==> config.mk <==
export PLATFORM = sky130hd
export DESIGN_NAME = fpu_in2_gt_in1_seq_flat
export DESIGN_NICKNAME = d
export VERILOG_FILES = /design/src/rtl/fpu_in2_gt_in1_seq_pkg.sv /design/src/rtl/fpu_in2_gt_in1_seq_if.sv /design/src/rtl/fpu_in2_gt_in1_chunk.sv /design/src/rtl/fpu_in2_gt_in1_seq.sv /design/src/flat_wrapper.sv
export SDC_FILE = /design/constraint.sdc
export NUM_CORES = 1
export LEC_CHECK = 0
export BUFFER_PORTS_ARGS = -buffer_cell sky130_fd_sc_hd__buf_2
export CORE_ASPECT_RATIO = 1.1
export CORE_MARGIN = 2
export CORE_UTILIZATION = 45
export DETAILED_ROUTE_END_ITERATION = 10
export PLACE_DENSITY_LB_ADDON = 0.05
export SYNTH_ARGS = -nofsm -noshare
export SYNTH_HDL_FRONTEND = slang
export SYNTH_SLANG_ARGS = --single-unit
==> constraint.sdc <==
create_clock -name rclk -period 4.2 [get_ports rclk]
set_input_delay 0 -clock rclk [delete_from_list [all_inputs] [get_ports rclk]]
set_output_delay 0 -clock rclk [all_outputs]
set_load 0.02 [all_outputs]
==> src/rtl/fpu_in2_gt_in1_seq_pkg.sv <==
// Package shared by the sequential din2 > din1 comparator.
// Contents:
//   state_t        FSM encoding (IDLE=0, SCAN=1, DONE=2)
//   calc_nchunk()  number of CHUNK-bit slices needed to cover WIDTH bits
//   calc_padded()  zero-padded operand width (NCHUNK*CHUNK)
//   calc_idx_w()   width of the slice index counter (at least 1 bit)
package fpu_in2_gt_in1_seq_pkg;

  typedef enum logic [1:0] {
    ST_IDLE = 2'd0,
    ST_SCAN = 2'd1,
    ST_DONE = 2'd2
  } state_t;

  function automatic int calc_nchunk(input int width, input int chunk);
    return (width + chunk - 1) / chunk;
  endfunction

  function automatic int calc_padded(input int width, input int chunk);
    return calc_nchunk(width, chunk) * chunk;
  endfunction

  // A single slice still needs a 1-bit index so the counter never collapses
  // to zero width.
  function automatic int calc_idx_w(input int width, input int chunk);
    int n;
    n = calc_nchunk(width, chunk);
    return (n > 1) ? $clog2(n) : 1;
  endfunction

endpackage

==> src/rtl/fpu_in2_gt_in1_seq_if.sv <==
// Handshake/data bundle for fpu_in2_gt_in1_seq.
// Ports carried:
//   in_vld/in_rdy        operand handshake
//   din1/din2            WIDTH-bit operands
//   cmp_signed           1 = two's-complement compare, sampled with operands
//   abort                synchronous cancel
//   out_vld/out_rdy      result handshake
//   din2_neq_din1        din2 != din1
//   din2_gt_din1         din2 > din1 under the sampled mode
//   busy                 comparator not idle
// master = operand producer / result consumer, slave = comparator.
interface fpu_in2_gt_in1_seq_if #(
  parameter int WIDTH = 64
);
  logic             in_vld;
  logic             in_rdy;
  logic [WIDTH-1:0] din1;
  logic [WIDTH-1:0] din2;
  logic             cmp_signed;
  logic             abort;
  logic             out_vld;
  logic             out_rdy;
  logic             din2_neq_din1;
  logic             din2_gt_din1;
  logic             busy;

  modport master (
    output in_vld, din1, din2, cmp_signed, abort, out_rdy,
    input  in_rdy, out_vld, din2_neq_din1, din2_gt_din1, busy
  );

  modport slave (
    input  in_vld, din1, din2, cmp_signed, abort, out_rdy,
    output in_rdy, out_vld, din2_neq_din1, din2_gt_din1, busy
  );
endinterface

==> src/rtl/fpu_in2_gt_in1_chunk.sv <==
// Combinational single-slice comparator.
// Ports:
//   slice1  in  CHUNK  slice of operand 1
//   slice2  in  CHUNK  slice of operand 2
//   neq     out 1      slices differ
//   gt      out 1      slice2 > slice1 (unsigned)
module fpu_in2_gt_in1_chunk #(
  parameter int CHUNK = 3
) (
  input  logic [CHUNK-1:0] slice1,
  input  logic [CHUNK-1:0] slice2,
  output logic             neq,
  output logic             gt
);

  assign neq = (slice1 != slice2);
  assign gt  = (slice2 > slice1);

endmodule

==> src/rtl/fpu_in2_gt_in1_seq.sv <==
// Multi-cycle magnitude comparator: scans the operands CHUNK bits per cycle
// from the most significant slice down and stops at the first slice that
// differs. Signed compares reuse the unsigned datapath by inverting bit
// WIDTH-1 of both operands at load time.
// Ports:
//   rclk    in   clock
//   arst_l  in   asynchronous active-low reset
//   bus     slave modport of fpu_in2_gt_in1_seq_if (handshakes, operands,
//           mode, abort, results, busy)
module fpu_in2_gt_in1_seq
  import fpu_in2_gt_in1_seq_pkg::*;
#(
  parameter int WIDTH = 64,
  parameter int CHUNK = 3
) (
  input  logic                   rclk,
  input  logic                   arst_l,
  fpu_in2_gt_in1_seq_if.slave    bus
);

  localparam int NCHUNK = calc_nchunk(WIDTH, CHUNK);
  localparam int PW     = calc_padded(WIDTH, CHUNK);
  localparam int IDX_W  = calc_idx_w(WIDTH, CHUNK);
  localparam logic [IDX_W-1:0] IDX_LAST = IDX_W'(NCHUNK - 1);

  state_t           state_reg;
  logic [IDX_W-1:0] idx_reg;
  logic [PW-1:0]    op1_reg;
  logic [PW-1:0]    op2_reg;
  logic             out_vld_reg;
  logic             neq_reg;
  logic             gt_reg;
  logic             busy_reg;

  logic             in_rdy_int;
  logic             accept;

  logic [CHUNK-1:0] slices1 [NCHUNK];
  logic [CHUNK-1:0] slices2 [NCHUNK];
  logic [CHUNK-1:0] sel1;
  logic [CHUNK-1:0] sel2;
  logic             slice_neq;
  logic             slice_gt;

  // Zero-extend to the padded width, then flip the true sign bit (not the
  // padded MSB) so that an unsigned compare gives the two's-complement order.
  function automatic logic [PW-1:0] load_op(input logic [WIDTH-1:0] d,
                                            input logic sgn);
    logic [PW-1:0] p;
    p = PW'(d);
    p[WIDTH-1] = p[WIDTH-1] ^ sgn;
    return p;
  endfunction

  // Ready is combinational so a result handshake and a new accept can share
  // a cycle. Abort always blocks a new accept; reset forces it low.
  always_comb begin
    in_rdy_int = 1'b0;
    case (state_reg)
      ST_IDLE: in_rdy_int = ~bus.abort;
      ST_DONE: in_rdy_int = bus.out_rdy & ~bus.abort;
      default: in_rdy_int = 1'b0;
    endcase
    in_rdy_int = in_rdy_int & arst_l;
  end

  assign accept = bus.in_vld & in_rdy_int;

  generate
    for (genvar gi = 0; gi < NCHUNK; gi++) begin : g_slice
      assign slices1[gi] = op1_reg[gi*CHUNK +: CHUNK];
      assign slices2[gi] = op2_reg[gi*CHUNK +: CHUNK];
    end
  endgenerate

  // Explicit compare-select mux: the index counter can encode values beyond
  // NCHUNK-1 when NCHUNK is not a power of two, so no direct array index.
  always_comb begin
    sel1 = '0;
    sel2 = '0;
    for (int i = 0; i < NCHUNK; i++) begin
      if (idx_reg == IDX_W'(i)) begin
        sel1 = slices1[i];
        sel2 = slices2[i];
      end
    end
  end

  fpu_in2_gt_in1_chunk #(
    .CHUNK (CHUNK)
  ) u_chunk (
    .slice1 (sel1),
    .slice2 (sel2),
    .neq    (slice_neq),
    .gt     (slice_gt)
  );

  // Operand registers only move on an accepted handshake.
  always_ff @(posedge rclk or negedge arst_l) begin
    if (!arst_l) begin
      op1_reg <= '0;
      op2_reg <= '0;
    end else if (accept) begin
      op1_reg <= load_op(bus.din1, bus.cmp_signed);
      op2_reg <= load_op(bus.din2, bus.cmp_signed);
    end
  end

  always_ff @(posedge rclk or negedge arst_l) begin
    if (!arst_l) begin
      state_reg   <= ST_IDLE;
      idx_reg     <= '0;
      out_vld_reg <= 1'b0;
      neq_reg     <= 1'b0;
      gt_reg      <= 1'b0;
      busy_reg    <= 1'b0;
    end else begin
      case (state_reg)
        ST_IDLE: begin
          if (accept) begin
            idx_reg   <= IDX_LAST;
            state_reg <= ST_SCAN;
            busy_reg  <= 1'b1;
          end
        end

        ST_SCAN: begin
          if (bus.abort) begin
            state_reg <= ST_IDLE;
            busy_reg  <= 1'b0;
          end else if (slice_neq) begin
            state_reg   <= ST_DONE;
            out_vld_reg <= 1'b1;
            neq_reg     <= 1'b1;
            gt_reg      <= slice_gt;
          end else if (idx_reg == '0) begin
            state_reg   <= ST_DONE;
            out_vld_reg <= 1'b1;
            neq_reg     <= 1'b0;
            gt_reg      <= 1'b0;
          end else begin
            idx_reg <= idx_reg - IDX_W'(1);
          end
        end

        ST_DONE: begin
          if (bus.out_rdy) begin
            // Transfer completes even with abort; abort only blocks the
            // follow-on accept through in_rdy.
            out_vld_reg <= 1'b0;
            if (accept) begin
              idx_reg   <= IDX_LAST;
              state_reg <= ST_SCAN;
            end else begin
              state_reg <= ST_IDLE;
              busy_reg  <= 1'b0;
            end
          end else if (bus.abort) begin
            out_vld_reg <= 1'b0;
            state_reg   <= ST_IDLE;
            busy_reg    <= 1'b0;
          end
        end

        default: begin
          state_reg   <= ST_IDLE;
          out_vld_reg <= 1'b0;
          busy_reg    <= 1'b0;
        end
      endcase
    end
  end

  assign bus.in_rdy        = in_rdy_int;
  assign bus.out_vld       = out_vld_reg;
  assign bus.din2_neq_din1 = neq_reg;
  assign bus.din2_gt_din1  = gt_reg;
  assign bus.busy          = busy_reg;

endmodule

==> src/flat_wrapper.sv <==
// flat-port wrapper written by rule: the top's interface ports become plain ports
module fpu_in2_gt_in1_seq_flat import fpu_in2_gt_in1_seq_pkg::*;
#(
  parameter int WIDTH = 64,
  parameter int CHUNK = 3
)
  (rclk, arst_l, bus_in_vld, bus_din1, bus_din2, bus_cmp_signed, bus_abort, bus_out_rdy, bus_in_rdy, bus_out_vld, bus_din2_neq_din1, bus_din2_gt_din1, bus_busy);
  fpu_in2_gt_in1_seq_if #(.WIDTH(WIDTH)) bus_i ();
  input  logic rclk;
  input  logic arst_l;
  input wire logic [$bits(bus_i.in_vld)-1:0] bus_in_vld;
  input wire logic [$bits(bus_i.din1)-1:0] bus_din1;
  input wire logic [$bits(bus_i.din2)-1:0] bus_din2;
  input wire logic [$bits(bus_i.cmp_signed)-1:0] bus_cmp_signed;
  input wire logic [$bits(bus_i.abort)-1:0] bus_abort;
  input wire logic [$bits(bus_i.out_rdy)-1:0] bus_out_rdy;
  output wire logic [$bits(bus_i.in_rdy)-1:0] bus_in_rdy;
  output wire logic [$bits(bus_i.out_vld)-1:0] bus_out_vld;
  output wire logic [$bits(bus_i.din2_neq_din1)-1:0] bus_din2_neq_din1;
  output wire logic [$bits(bus_i.din2_gt_din1)-1:0] bus_din2_gt_din1;
  output wire logic [$bits(bus_i.busy)-1:0] bus_busy;
  assign bus_i.in_vld = bus_in_vld;
  assign bus_i.din1 = bus_din1;
  assign bus_i.din2 = bus_din2;
  assign bus_i.cmp_signed = bus_cmp_signed;
  assign bus_i.abort = bus_abort;
  assign bus_i.out_rdy = bus_out_rdy;
  assign bus_in_rdy = bus_i.in_rdy;
  assign bus_out_vld = bus_i.out_vld;
  assign bus_din2_neq_din1 = bus_i.din2_neq_din1;
  assign bus_din2_gt_din1 = bus_i.din2_gt_din1;
  assign bus_busy = bus_i.busy;
  fpu_in2_gt_in1_seq #(.WIDTH(WIDTH), .CHUNK(CHUNK)) u_core (.rclk(rclk), .arst_l(arst_l), .bus(bus_i));
endmodule
-- After elaboration in Yosys (flattened, before gate mapping)
Index checks and enable logic that the tools add are counted.
- bits in registers: 139
- input port bits: 134
- output and inout bits: 5
- logic and storage cells: 132
- add/subtract/negate cells: 1
- magnitude comparators: 1
- equality and inequality tests: 33
- multiplexer cells: 73
- bitwise operators: 7
- reductions and logical operators: 9
- operator list (kind ; count):
    $mux W3 ; 44
    $eq A5 B4 Y1 const B ; 8
    $eq A5 B5 Y1 const B ; 6
    $mux W5 ; 5
    $eq A5 B3 Y1 const B ; 4
    $pmux W5 S3 ; 1
    $mux W1 ; 13
    $mux W2 ; 6
    $eq A5 B2 Y1 const B ; 2
    $ne A2 B2 Y1 const B ; 4
    $ne A3 B3 Y1 const B ; 2
    $pmux W1 S3 ; 2
    $pmux W2 S3 ; 1
    $reduce_and A3 Y1 ; 2
    $eq A5 B1 Y1 const B ; 1
    $logic_not A5 Y1 ; 1
    $reduce_and A5 Y1 ; 1
    $sub A5 B1 Y5 const B ; 1
    $ne A4 B2 Y1 const B ; 1
    $reduce_and A4 Y1 ; 1
    $and A1 B1 Y1 ; 3
    $gt A3 B3 Y1 ; 1
    $ne A3 B1 Y1 const B ; 1
    $ne A3 B3 Y1 ; 1
    10 further kinds ; 12

-- Longest topological paths before layout
Gate-level depths: netlist of the first run.
- word-level depth: 27
- mapped depth: 19
- gate-level depth less buffers: 16

-- By module
From an unflattened synthesis of the first run, not the netlist that was laid out.
- cells, all modules: 627
- area, all modules: 7136.8 um2
- by module, submodules not included (module ; instances ; cells each ; area an instance (um2) ; seq. area each (um2)):
    fpu_in2_gt_in1_seq ; 1 ; 617 ; 7054.3 ; 3478.3
    fpu_in2_gt_in1_chunk ; 1 ; 10 ; 82.6 ; 0.0

-- Least setup slack after synthesis of the first run
No wires, ideal clock.
- path kind: register to register
- start: reg u_core.idx_reg[0]
- end: reg u_core.idx_reg[4]
- library setup time: 134 ps
- arrival time: 3208 ps
- required time: 4066 ps
- slack: 858 ps
- stages on the path, launching flop included: 19
- buffers on the path: 2
- clock period less this slack: 3342 ps
- path through: dfrtp_1 -> inv_1 -> ha_1 -> clkbuf_1 -> and2_1 -> clkbuf_1 -> nand2_1 -> nand3_1 -> a2111o_1 -> a21oi_1 -> nor3_2 -> ha_1 -> and3_1 -> a32o_1 -> o21ai_2 -> inv_2 -> nand3_1 -> xor2_1 -> nand2_1
- word-level cells in the longest chain between the ends: 26
- elaborated cells on any way between the ends: 75
- classes of those cells: add/sub (1); eq/ne (24); mux (48); reduce/logical (2)
- ends and longest elaborated chain (item ; RTL line ; text):
    start, declared ; fpu_in2_gt_in1_seq.sv:27 ; logic [IDX_W-1:0] idx_reg;
    start signal, assigned ; fpu_in2_gt_in1_seq.sv:142 ; idx_reg <= idx_reg - IDX_W'(1);
    $logic_not A5 Y1 ; fpu_in2_gt_in1_seq.sv:82, fpu_in2_gt_in1_seq.sv:136 ;
    $mux W3 (22 in series) ; fpu_in2_gt_in1_seq.sv:82 ; if (idx_reg == IDX_W'(i)) begin
    $ne A3 B3 Y1 ; fpu_in2_gt_in1_chunk.sv:16 ; assign neq = (slice1 != slice2);
    $ne A2 B2 Y1 (no line) ; -- ;
    $reduce_and A5 Y1 (no line) ; -- ;
Parallel ways exist; a longest one is shown, timed or not. The select of a mux whose other input is x is not followed.
A chain may end at the register's enable or synchronous reset.

-- Worst setup path in the final report of the first run
Same ends and word-level chain as after synthesis.

==> flow_summary_export.csv, run 1 <==
group,metric,value,unit
yosys,synth_ff_type,"dfrtp_1",
clocking,root_buffer,"clkbuf_16",
global_routing,grt_max_degree,110,
worst_setup_path,crit_fanout,9,
routing,vias,7070,
routing,routed_wl,22730,um
yosys,ys_ff_latch,139,
sta,period_minus_slack,3.966,ns
yosys,syn_inst,893,
pwr,power,5.996,mW
outcome,outcome,"finished clean",
floorplanning,die_h,136.5,um
clocking,cts.htree.levels,4,
global_routing,groute.usage.overall,0.2755,
yosys,synth_area_leaders,"dfrtp_1, nand2_1, a21oi_1, o21ai_0, clkbuf_1",
routing,drtIter0Drc,515,
global_routing,grt_pass1_wl,36620,um
routing,ant_nets,0,
pwr,p_sw,2.202,mW
yosys,syn-cell-area,0.007178,mm^2
job,cap_violations,0,
pwr,peakVddDrop,0.0002912,V
pwr,intPower,3.794,mW
worst_setup_path,critPathCaptureType,"flop",
routing,routedWlPerCell,16.76,um
worst_setup_path,crit_chain,"inv_1, ha_1, or4b_1, nor3b_2, o22ai_1, a21oi_1, nor3_1, o31a_1, ha_1, and3_1, a32o_1, o21ai_2, inv_2, nand3_1, xor2_1, nand2_1",
yosys,synth_top_area_frac,0.4846,
worst_setup_path,crit_start,"u_core.idx_reg[0]",
clocking,cts_setup_buffers,0,
sta,worst_slack,0.2339,ns
floorplanning,core,0.01568,mm^2
worst_setup_path,worstReg2RegStart,"u_core.idx_reg[0]",
placement,gp_congestion,0.9264,
worst_setup_path,crit_top_cell,"ha_1",
clocking,insertion_delay,0.42,ns
yosys,yosys_warnings,0,
placement,hpwl,15160,um
worst_setup_path,r2r-end,"u_core.idx_reg[4]",
sta,fin_crit_sh,0.9443,
yosys,yosysUniqueCellTypes,72,
sta,tightestPinTransition,1.148,ns
final_layout,fin_util,0.6398,
final_layout,fin_nets,1286,
clocking,cts_buffer_depth,2,
placement,port_buffers,138,
sta,whs,0.1339,ns
final_layout,fillCellCount,1361,
yosys,synth-edff-count,0,
routing,routed_via_density,5.214,
sta,fin_worst_skew,0.01302,ns
sta,slew_headroom,0.2344,
floorplanning,dieWidth,124.4,um
pwr,p_seq_frac,0.388,
worst_setup_path,worstPathRequired,4.45,ns
worst_setup_path,cp-start-kind,"flop",
pwr,share_comb_of_total_power,0.336,
worst_setup_path,slowest_stage,"or4b_1",
sta,final_hold_viol_count,0,
pwr,p_sw_frac,0.3672,
pwr,powerDensity,597.8,mW/mm^2
floorplanning,die_area,0.01698,mm^2
worst_setup_path,r2r_cells,16,
yosys,syn_nets,1035,
worst_setup_path,regToRegSetupSlack,0.23,ns
worst_setup_path,slowest_delay,0.66,ns
final_layout,final_common_cell,"nand2_1",
sta,max_freq,252.1,MHz
floorplanning,initial_core_util,0.4579,
final_layout,areaGrowthSynthToFinish,39.72,%
global_routing,grt_pass1_vias,7039,
clocking,clock_sinks,139,
final_layout,antenna_cells,0,
yosys,async_flop_share,1.000,
yosys,syn_avg_cell_area,8.038,um^2
worst_hold_path,hold_path_class,"input port to asynchronous set/reset pin",
worst_setup_path,worstSetupPathType,"flop to flop",
global_routing,antenna_found_initial,0,
clocking,cts_tree,"built",
pwr,leakage,4.892,nW
yosys,ys_seq_area_frac,0.4846,
sta,rsz0062_at_grt,"no",
yosys,synth_top_cell_by_area,"dfrtp_1",
sta,maxSlewViolCount,0,
floorplanning,rows,48,
clocking,cts_buffers,17,
final_layout,final_cell_mix,"nand2_1, dfrtp_1, buf_2, dlygate4sd3_1, a21oi_1",
placement,dpl_worst_slack,0.3124,ns
final_layout,layout-drive-gt1-share,0.1756,
sta,tns,0,ns
global_routing,grt_overflow,0,
routing,dr.pass1.iters,7,
sta,finalSetupViolCount,0,
pwr,clockPowerShare,0.275,
floorplanning,io-pin-count,139,
clocking,cts.clk_slew.worst_paths,0.06,ns
routing,remaining_drc_errors,0,
worst_setup_path,cp.arrival,4.21,ns
[worst max-delay path by stage]
stage	cells past startpoint	slack, ns	end
floorplan	18	0.86	u_core.idx_reg[4]
global route	14	0.007	u_core.idx_reg[4]
global placement	14	0.43	u_core.idx_reg[4]
detailed placement	16	0.31	u_core.idx_reg[4]
CTS	16	0.29	u_core.idx_reg[4]
finish	16	0.23	u_core.idx_reg[4]
[repair_timing]
item,4_1_cts,5_1_grt
hold endpoints to repair,197,0
hold buffers,133,0
setup endpoints to repair,0,1
gates resized for setup,0,1
[synthesized netlist by cell type (all sizes together) (4+ instances only)]
| cell type | count |
|---|---|
| a221oi | 9 |
| o221ai | 5 |
| nand3 | 11 |
| o21ai | 52 |
| clkbuf | 36 |
| ha | 8 |
| buf | 21 |
| a21oi | 50 |
| o211ai | 5 |
| nand3b | 5 |
| nor3b | 9 |
| a21o | 4 |
| nor3 | 14 |
| a32oi | 4 |
| inv | 29 |
| nor2b | 10 |
| o22ai | 6 |
| dfrtp | 139 |
| nor2 | 35 |
| nand2 | 362 |
| o2bb2ai | 4 |
| nand2b | 7 |
| o32ai | 5 |
| and3 | 5 |
[per-layer routing]
layer | wire [um] | GRT usage | vias up
li1 | - | - | 3503
met1 | 10270 | 0.3690 | 3324
met2 | 10990 | 0.4572 | 211
met3 | 1043 | 0.04683 | 32
met4 | 427 | 0.09301 | 0
met5 | 0 | 0 | -
[cells by family after synthesis]
logic type	after synthesis	synth area share
buffers and inverters	86	0.04811
AOI/OAI and AO/OA	173	0.1567
DFF	139	0.4846
adders and majority gates	8	0.01395
xor gates and xnor gates	4	0.004881
and+or+nand+nor	483	0.2918
[worst max-delay path, delay by kind of cell, from the launching register on]
kind	cells	cell delay, ns
simple gates	6	1.36
compound gates	5	0.97
fa+ha+maj	2	0.66
flops	1	0.44
buf+inv	2	0.22
xor+xnor	1	0.14
[through the flow]
stage,instances,area [um^2]
2_1_floorplan,893,7178
3_3_place_gp,1192,8046
3_5_place_dp,1192,8046
4_1_cts,1356,10030
5_1_grt,1356,10030
6_report,1356,10030
[layout make-up]
| type | instances | area [um^2] | area share |
|---|---|---|---|
| Multi-Input combinational cell | 668 | 3367 | 0.3357 |
| Sequential cell | 139 | 3478 | 0.3468 |
| Tap cell | 200 | 250.2 | 0.02495 |
| Clock inverter | 11 | 192.7 | 0.01921 |
| Clock buffer | 20 | 456.7 | 0.04553 |
| Timing Repair Buffer | 289 | 2176 | 0.2169 |
| Inverter | 29 | 108.9 | 0.01085 |
[power by group through the flow]
| stage | sequential [mW] | combinational, mW | clock (mW) |
|---|---|---|---|
| global placement | 2.35 | 1.87 | 0 |
| finish | 2.33 | 2.02 | 1.65 |
| detailed placement | 2.34 | 1.89 | 0 |
| CTS | 2.33 | 2.00 | 1.68 |
| global route | 2.39 | 2.27 | 1.73 |
| floorplan | 2.16 | 1.34 | 0 |
Power figures use the tool's default switching activity.
==> run 2, diff against run 1 <==
--- a/config.mk
+++ b/config.mk
@@ -13,4 +13,5 @@
 export PLACE_DENSITY_LB_ADDON = 0.05
 export SYNTH_ARGS = -nofsm -noshare
 export SYNTH_HDL_FRONTEND = slang
+export SYNTH_HIERARCHICAL = 1
 export SYNTH_SLANG_ARGS = --single-unit
==> run 2 against run 1 <==
- cell count shrank 18%
- first-iteration DRC count grew 2.3%
- clock-buffer cell count shrank 1
- worst hold slack gained 0.0035 ns
- sequential power is essentially flat
- die area shrank 0.56%
- sequential share of layout area grew 0.25 points
- power grew 5.1%
- routed wire length shrank 6.4%
- setup slack gained 0.11 ns
- largest power group is now combinational logic
- highest routed layer unchanged
==> flow_summary_export.csv, run 2 <==
group,metric,value,unit
sta,max_freq,259.3,MHz
routing,remaining_drc_errors,0,
yosys,synth_top_area_frac,0.4874,
yosys,syn_nets,769,
routing,routed_wl,21280,um
routing,ant_nets,0,
final_layout,fillCellCount,1261,
sta,whs,0.1374,ns
yosys,yosys-top-cells-count,"dfrtp_1, mux2_2, a21oi_1, o21ai_0, nand2_1",
yosys,syn_inst,627,
yosys,synth_top_cell_by_area,"dfrtp_1",
worst_setup_path,cp-start-kind,"flop",
sta,tightestPinTransition,0.8965,ns
floorplanning,dieWidth,124.1,um
floorplanning,core,0.01562,mm^2
clocking,cts_tree,"built",
global_routing,grt_pass1_wl,33420,um
clocking,cts_buffer_depth,2,
global_routing,grt_pass1_vias,6344,
final_layout,fin_util,0.6377,
clocking,cts_setup_buffers,0,
routing,routed_via_density,5.549,
routing,routedWlPerCell,19.22,um
final_layout,areaGrowthSynthToFinish,39.52,%
pwr,peakVddDrop,0.0003502,V
job,cap_violations,0,
pwr,leakage,4.343,nW
worst_setup_path,worstReg2RegStart,"u_core/idx_reg[0]",
floorplanning,io-pin-count,139,
yosys,syn_avg_cell_area,11.38,um^2
sta,fin_crit_sh,0.9183,
sta,finalSetupViolCount,0,
sta,final_hold_viol_count,0,
final_layout,layout-drive-gt1-share,0.3660,
worst_setup_path,crit_fanout,14,
yosys,yosysMostFrequentCell,"dfrtp_1",
pwr,p_sw,2.256,mW
final_layout,fin_nets,1036,
yosys,ys_ff_latch,139,
placement,gp_congestion,0.9109,
placement,hpwl,14880,um
routing,drtIter0Drc,527,
floorplanning,rows,48,
worst_setup_path,worstPathRequired,4.46,ns
final_layout,final_cell_mix,"dfrtp_1, buf_2, dlygate4sd3_1, mux2_2, a21oi_1",
clocking,cts_buffers,17,
clocking,cts.htree.levels,4,
yosys,syn-cell-area,0.007137,mm^2
yosys,yosysUniqueCellTypes,62,
global_routing,grt_max_degree,73,
clocking,root_buffer,"clkbuf_16",
pwr,clockPowerShare,0.246,
sta,maxSlewViolCount,0,
floorplanning,die_h,136.1,um
yosys,yosys_warnings,6,
outcome,outcome,"finished clean",
pwr,intPower,4.042,mW
routing,dr.pass1.iters,5,
pwr,share_comb_of_total_power,0.378,
worst_hold_path,hold_path_class,"input port to asynchronous set/reset pin",
floorplanning,initial_core_util,0.4571,
sta,fin_worst_skew,0.005060,ns
worst_setup_path,critPathCaptureType,"flop",
global_routing,grt_overflow,0,
sta,tns,0,ns
floorplanning,die_area,0.01688,mm^2
yosys,async_flop_share,1.000,
clocking,insertion_delay,0.42,ns
yosys,synth_ff_type,"dfrtp_1",
sta,rsz0062_at_grt,"no",
final_layout,antenna_cells,0,
worst_setup_path,cp.arrival,4.12,ns
yosys,synth-edff-count,0,
worst_setup_path,worstSetupPathType,"flop to flop",
routing,vias,6143,
pwr,powerDensity,632.6,mW/mm^2
final_layout,stdcell_area,0.009957,mm^2
clocking,cts.clk_slew.worst_paths,0.06,ns
yosys,ys_seq_area_frac,0.4874,
worst_setup_path,crit_start,"u_core/idx_reg[0]",
global_routing,antenna_found_initial,0,
global_routing,groute.usage.overall,0.2618,
sta,slew_headroom,0.4023,
sta,period_minus_slack,3.857,ns
yosys,synth_area_leaders,"dfrtp_1, mux2_2, a21oi_1, o21ai_0, nand2_1",
placement,port_buffers,138,
pwr,p_sw_frac,0.3582,
clocking,clock_sinks,139,
pwr,p_seq_frac,0.375,
final_layout,final_common_cell,"dfrtp_1",
placement,dpl_cell_area,0.007988,mm^2
-- run 2: cell types whose count changed in the layout (fill, tap and decap cells not counted), sizes merged, moves of 5 or more --
| cell | before | now |
|---|---|---|
| o21a | 0 | 5 |
| o22ai | 6 | 15 |
| o21ai | 52 | 35 |
| a21oi | 50 | 42 |
| nor3 | 14 | 6 |
| mux2 | 0 | 126 |
| a211oi | 2 | 7 |
| nand2 | 362 | 34 |
| a22oi | 3 | 8 |
| inv | 29 | 18 |
| a31oi | 1 | 12 |
| nor3b | 9 | 4 |
-- run 2: per-stage QoR --
| stage | worst slack (ns) | std cells | power (mW) |
|---|---|---|---|
| floorplan | 1.172 | 627 | 3.858 |
| global placement | 0.3053 | 941 | 4.584 |
| detailed placement | 0.1904 | 941 | 4.627 |
| CTS | 0.1739 | 1107 | 6.304 |
| global route | 0.1320 | 1107 | 6.676 |
| finish | 0.3432 | 1107 | 6.299 |
-- run 2: cell type report --
cell class | count | area (um^2) | area share
multi-input combinational | 429 | 3353 | 0.3368
clock buffer | 19 | 452.9 | 0.04549
timing repair buffer | 292 | 2201 | 0.2210
sequential | 139 | 3478 | 0.3493
clock inverter | 13 | 165.2 | 0.01659
inverter | 15 | 56.30 | 0.005655
tap | 200 | 250.2 | 0.02513
-- run 2: path summary, 6_finish.rpt --
| kind | slack (ns) | to | cells after the start |
|---|---|---|---|
| hold reg to reg | 0.50 | u_core/op1_reg[7] | 1 |
| setup / recovery | 0.34 | u_core/idx_reg[4] | 14 |
| min in group rclk | 0.33 | u_core/state_reg[1] | 3 |
| setup reg to reg | 0.34 | u_core/idx_reg[4] | 14 |
| hold / removal | 0.14 | u_core/bus.busy | 2 |
| max in group asynchronous | 2.72 | u_core/op2_reg[27] | 3 |
-- run 2: cells by family (layout without fill, tap and decap cells) --
kind of cell             after synthesis  after routing  synth area share
AO/OA/AOI/OAI                        164            164            0.1492
XOR/XNOR                               4              4          0.004908
adder cells (fa/ha/maj)                8              8           0.01403
buffers and inverters                 59            339           0.04488
flip-flops                           139            139            0.4874
multiplexers                         126            126            0.1988
AND/OR/NAND/NOR                      127            127            0.1008
-- run 2: timing repair --
action,in CTS,in global routing
gates resized for setup,0,3
hold buffers,134,0
setup endpoints to repair,0,5
endpoints found under the hold margin,198,0
-- run 2: critical path, stage by stage, from the launching register on --
cell and delay (ns):
dfrtp_1 0.45, ha_1 0.58, inv_1 0.43, o21a_1 0.21, a22oi_1 0.16, o22ai_1 0.10
o21ai_0 0.32, o211ai_1 0.15, ha_1 0.31, nand3_2 0.13, a31oi_1 0.27, and2_1 0.24
nand3_1 0.11, xnor2_1 0.17, nand2_1 0.07
-- run 2: per-layer routing --
layer | vias to the layer above | global-route usage | routed length [um]
li1 | 2847 | - | -
met1 | 3054 | 0.3488 | 9319
met2 | 219 | 0.4344 | 10590
met3 | 23 | 0.05117 | 1085
met4 | 0 | 0.07241 | 285
met5 | - | 0 | 0
-- run 2: power groups by stage --
stage	logic, mW	registers (mW)	clock network [mW]
3_5_place_dp	2.25	2.38	0
4_1_cts	2.36	2.36	1.58
3_3_place_gp	2.21	2.37	0
6_report	2.38	2.36	1.55
2_1_floorplan	1.69	2.17	0
5_1_grt	2.60	2.42	1.65
==> run 3, diff against run 2 <==
--- a/config.mk
+++ b/config.mk
@@ -5,10 +5,12 @@
 export SDC_FILE = /design/constraint.sdc
 export NUM_CORES = 1
 export LEC_CHECK = 0
-export BUFFER_PORTS_ARGS = -buffer_cell sky130_fd_sc_hd__buf_2
+export BUFFER_PORTS_ARGS = -buffer_cell sky130_fd_sc_hd__buf_4
+export CELL_PAD_IN_SITES_DETAIL_PLACEMENT = 1
+export CELL_PAD_IN_SITES_GLOBAL_PLACEMENT = 1
 export CORE_ASPECT_RATIO = 1.1
 export CORE_MARGIN = 2
-export CORE_UTILIZATION = 45
+export CORE_UTILIZATION = 44
 export DETAILED_ROUTE_END_ITERATION = 10
 export PLACE_DENSITY_LB_ADDON = 0.05
 export SYNTH_ARGS = -nofsm -noshare
==> run 3 against run 2 <==
- cell area grew 3.8%
- core utilization increased by 1.7 points
- first-iteration DRC count grew 1.1%
- setup slack worse by 0.065 ns
- routed wire length is 25% higher
- largest power group unchanged
==> flow_summary_export.csv, run 3 (synthesis gave the netlist of run 2 again) <==
group,metric,value,unit
outcome,outcome,"finished clean",
sta,maxSlewViolCount,0,
final_layout,final_cell_count_no_fill,1107,
pwr,peakVddDrop,0.0003637,V
worst_setup_path,critPathCaptureType,"flop",
global_routing,antenna_found_initial,0,
clocking,cts.clk_slew.worst_paths,0.06,ns
final_layout,areaGrowthSynthToFinish,44.83,%
routing,routedWlPerCell,24.00,um
placement,dpl_cell_area,0.008330,mm^2
routing,vias,6477,
global_routing,grt_pass1_vias,7150,
sta,fin_crit_sh,0.9337,
sta,tightestPinTransition,0.9988,ns
clocking,cts_buffers,17,
worst_setup_path,cp.arrival,4.23,ns
pwr,leakage,4.483,nW
worst_setup_path,worstSetupPathType,"flop to flop",
routing,ant_nets,0,
worst_setup_path,crit_fanout,15,
routing,dr.pass1.iters,6,
floorplanning,rows,48,
global_routing,grt_pass1_wl,41590,um
final_layout,stdcell_area,0.01034,mm^2
placement,dp.cells,941,
routing,routed_wl,26570,um
routing,drtIter0Drc,533,
sta,slew_headroom,0.3341,
clocking,cts.htree.levels,4,
clocking,cts_buffer_depth,2,
floorplanning,io-pin-count,139,
routing,remaining_drc_errors,0,
floorplanning,dieWidth,125.4,um
job,cap_violations,0,
placement,gp_congestion,0.9280,
floorplanning,initial_core_util,0.4518,
final_layout,fillCellCount,1568,
worst_setup_path,slowest_delay,0.42,ns
final_layout,final_common_cell,"buf_4",
sta,final_hold_viol_count,0,
sta,finalSetupViolCount,0,
worst_hold_path,hold_path_class,"input port to asynchronous set/reset pin",
placement,port_buffers,138,
sta,fin_worst_skew,0.009410,ns
worst_setup_path,crit_top_cell,"a21oi_1",
final_layout,fin_nets,1036,
sta,rsz0062_at_grt,"no",
clocking,root_buffer,"clkbuf_16",
global_routing,groute.usage.overall,0.3165,
worst_setup_path,worstPathRequired,4.50,ns
sta,max_freq,255.0,MHz
global_routing,grt_max_degree,79,
worst_setup_path,crit_chain,"inv_1, ha_4, buf_4, nand4bb_1, nor3b_1, a21oi_1, o21ai_0, a21oi_1, a31oi_1, ha_1, nand3_2, a31oi_1, nand2_1, nor4_2, xnor2_1, a21oi_1",
routing,routed_via_density,5.851,
floorplanning,die_area,0.01726,mm^2
clocking,insertion_delay,0.43,ns
final_layout,final_cell_mix,"buf_4, dfrtp_1, dlygate4sd3_1, mux2_2, a21oi_1",
final_layout,layout-drive-gt1-share,0.3649,
floorplanning,core,0.01580,mm^2
global_routing,grt_overflow,0,
placement,hpwl,16100,um
worst_setup_path,slowest_stage,"dfrtp_1",
final_layout,antenna_cells,0,
clocking,cts_tree,"built",
clocking,clock_sinks,139,
sta,tns,0,ns
floorplanning,die_h,137.6,um
worst_setup_path,cp-start-kind,"flop",
pwr,powerDensity,643.5,mW/mm^2
sta,period_minus_slack,3.921,ns
[run 3: layout make-up]
class	instances	area, um^2	area share
sequential	139	3478	0.3365
multi-input combinational	429	3361	0.3251
timing repair buffer	292	2544	0.2461
clock buffer	18	439.2	0.04249
tap	200	250.2	0.02421
clock inverter	14	207.7	0.02009
inverter	15	56.30	0.005447
[run 3: path summary, 6_finish.rpt]
| kind | cells past startpoint | endpoint | slack [ns] | start |
|---|---|---|---|---|
| setup / recovery | 16 | u_core/idx_reg[3] | 0.28 | u_core/idx_reg[1] |
| hold / removal | 2 | u_core/bus.out_vld | 0.11 | arst_l |
| setup reg to reg | 16 | u_core/idx_reg[3] | 0.28 | u_core/idx_reg[1] |
| hold reg to reg | 1 | u_core/op2_reg[14] | 0.51 | u_core/op2_reg[14] |
| max in group asynchronous | 3 | u_core/op2_reg[24] | 2.66 | arst_l |
| min in group rclk | 3 | u_core/state_reg[1] | 0.33 | bus_abort |
[run 3: report_power, final]
part	switching [mW]	internal (mW)
Sequential	0.500	1.91
Combinational	1.35	1.21
Clock	0.649	1.02
[run 3: critical path, delay by kind of cell, from the launching register on]
family          cells  cell delay [ns]
simple gates        5             1.14
compound gates      6             1.16
xor+xnor            1             0.15
buf+inv             2             0.42
flops               1             0.42
fa+ha+maj           2             0.50
[run 3: routing by layer]
metal | part of all wire | GRT usage | wire length (um) | vias to the layer above
li1 | - | - | - | 2848
met1 | 0.40 | 0.3967 | 10660 | 3302
met2 | 0.53 | 0.5649 | 13960 | 272
met3 | 0.049 | 0.04699 | 1311 | 55
met4 | 0.024 | 0.1037 | 631 | 0
met5 | 0 | 0 | 0 | -
[run 3: timing repair]
| item | 4_1_cts | 5_1_grt |
|---|---|---|
| hold buffers | 134 | 0 |
| setup endpoints to repair | 0 | 5 |
| setup buffers | 0 | 0 |
| hold endpoints to repair | 193 | 0 |
| resized for setup | 0 | 4 |
[run 3: per-stage QoR]
stage / utilization / hold slack [ns] / total power [mW] / setup slack, ns
3_5_place_dp: 0.5274 / 0.01068 / 4.705 / 0.1870
6_report: 0.6544 / 0.1139 / 6.651 / 0.2785
4_1_cts: 0.6533 / 0.1342 / 6.532 / 0.06213
2_1_floorplan: - / -0.2956 / 3.858 / 1.172
5_1_grt: 0.6544 / 0.1565 / 6.969 / 0.01967
3_3_place_gp: 0.5274 / -0.003082 / 4.638 / 0.3167
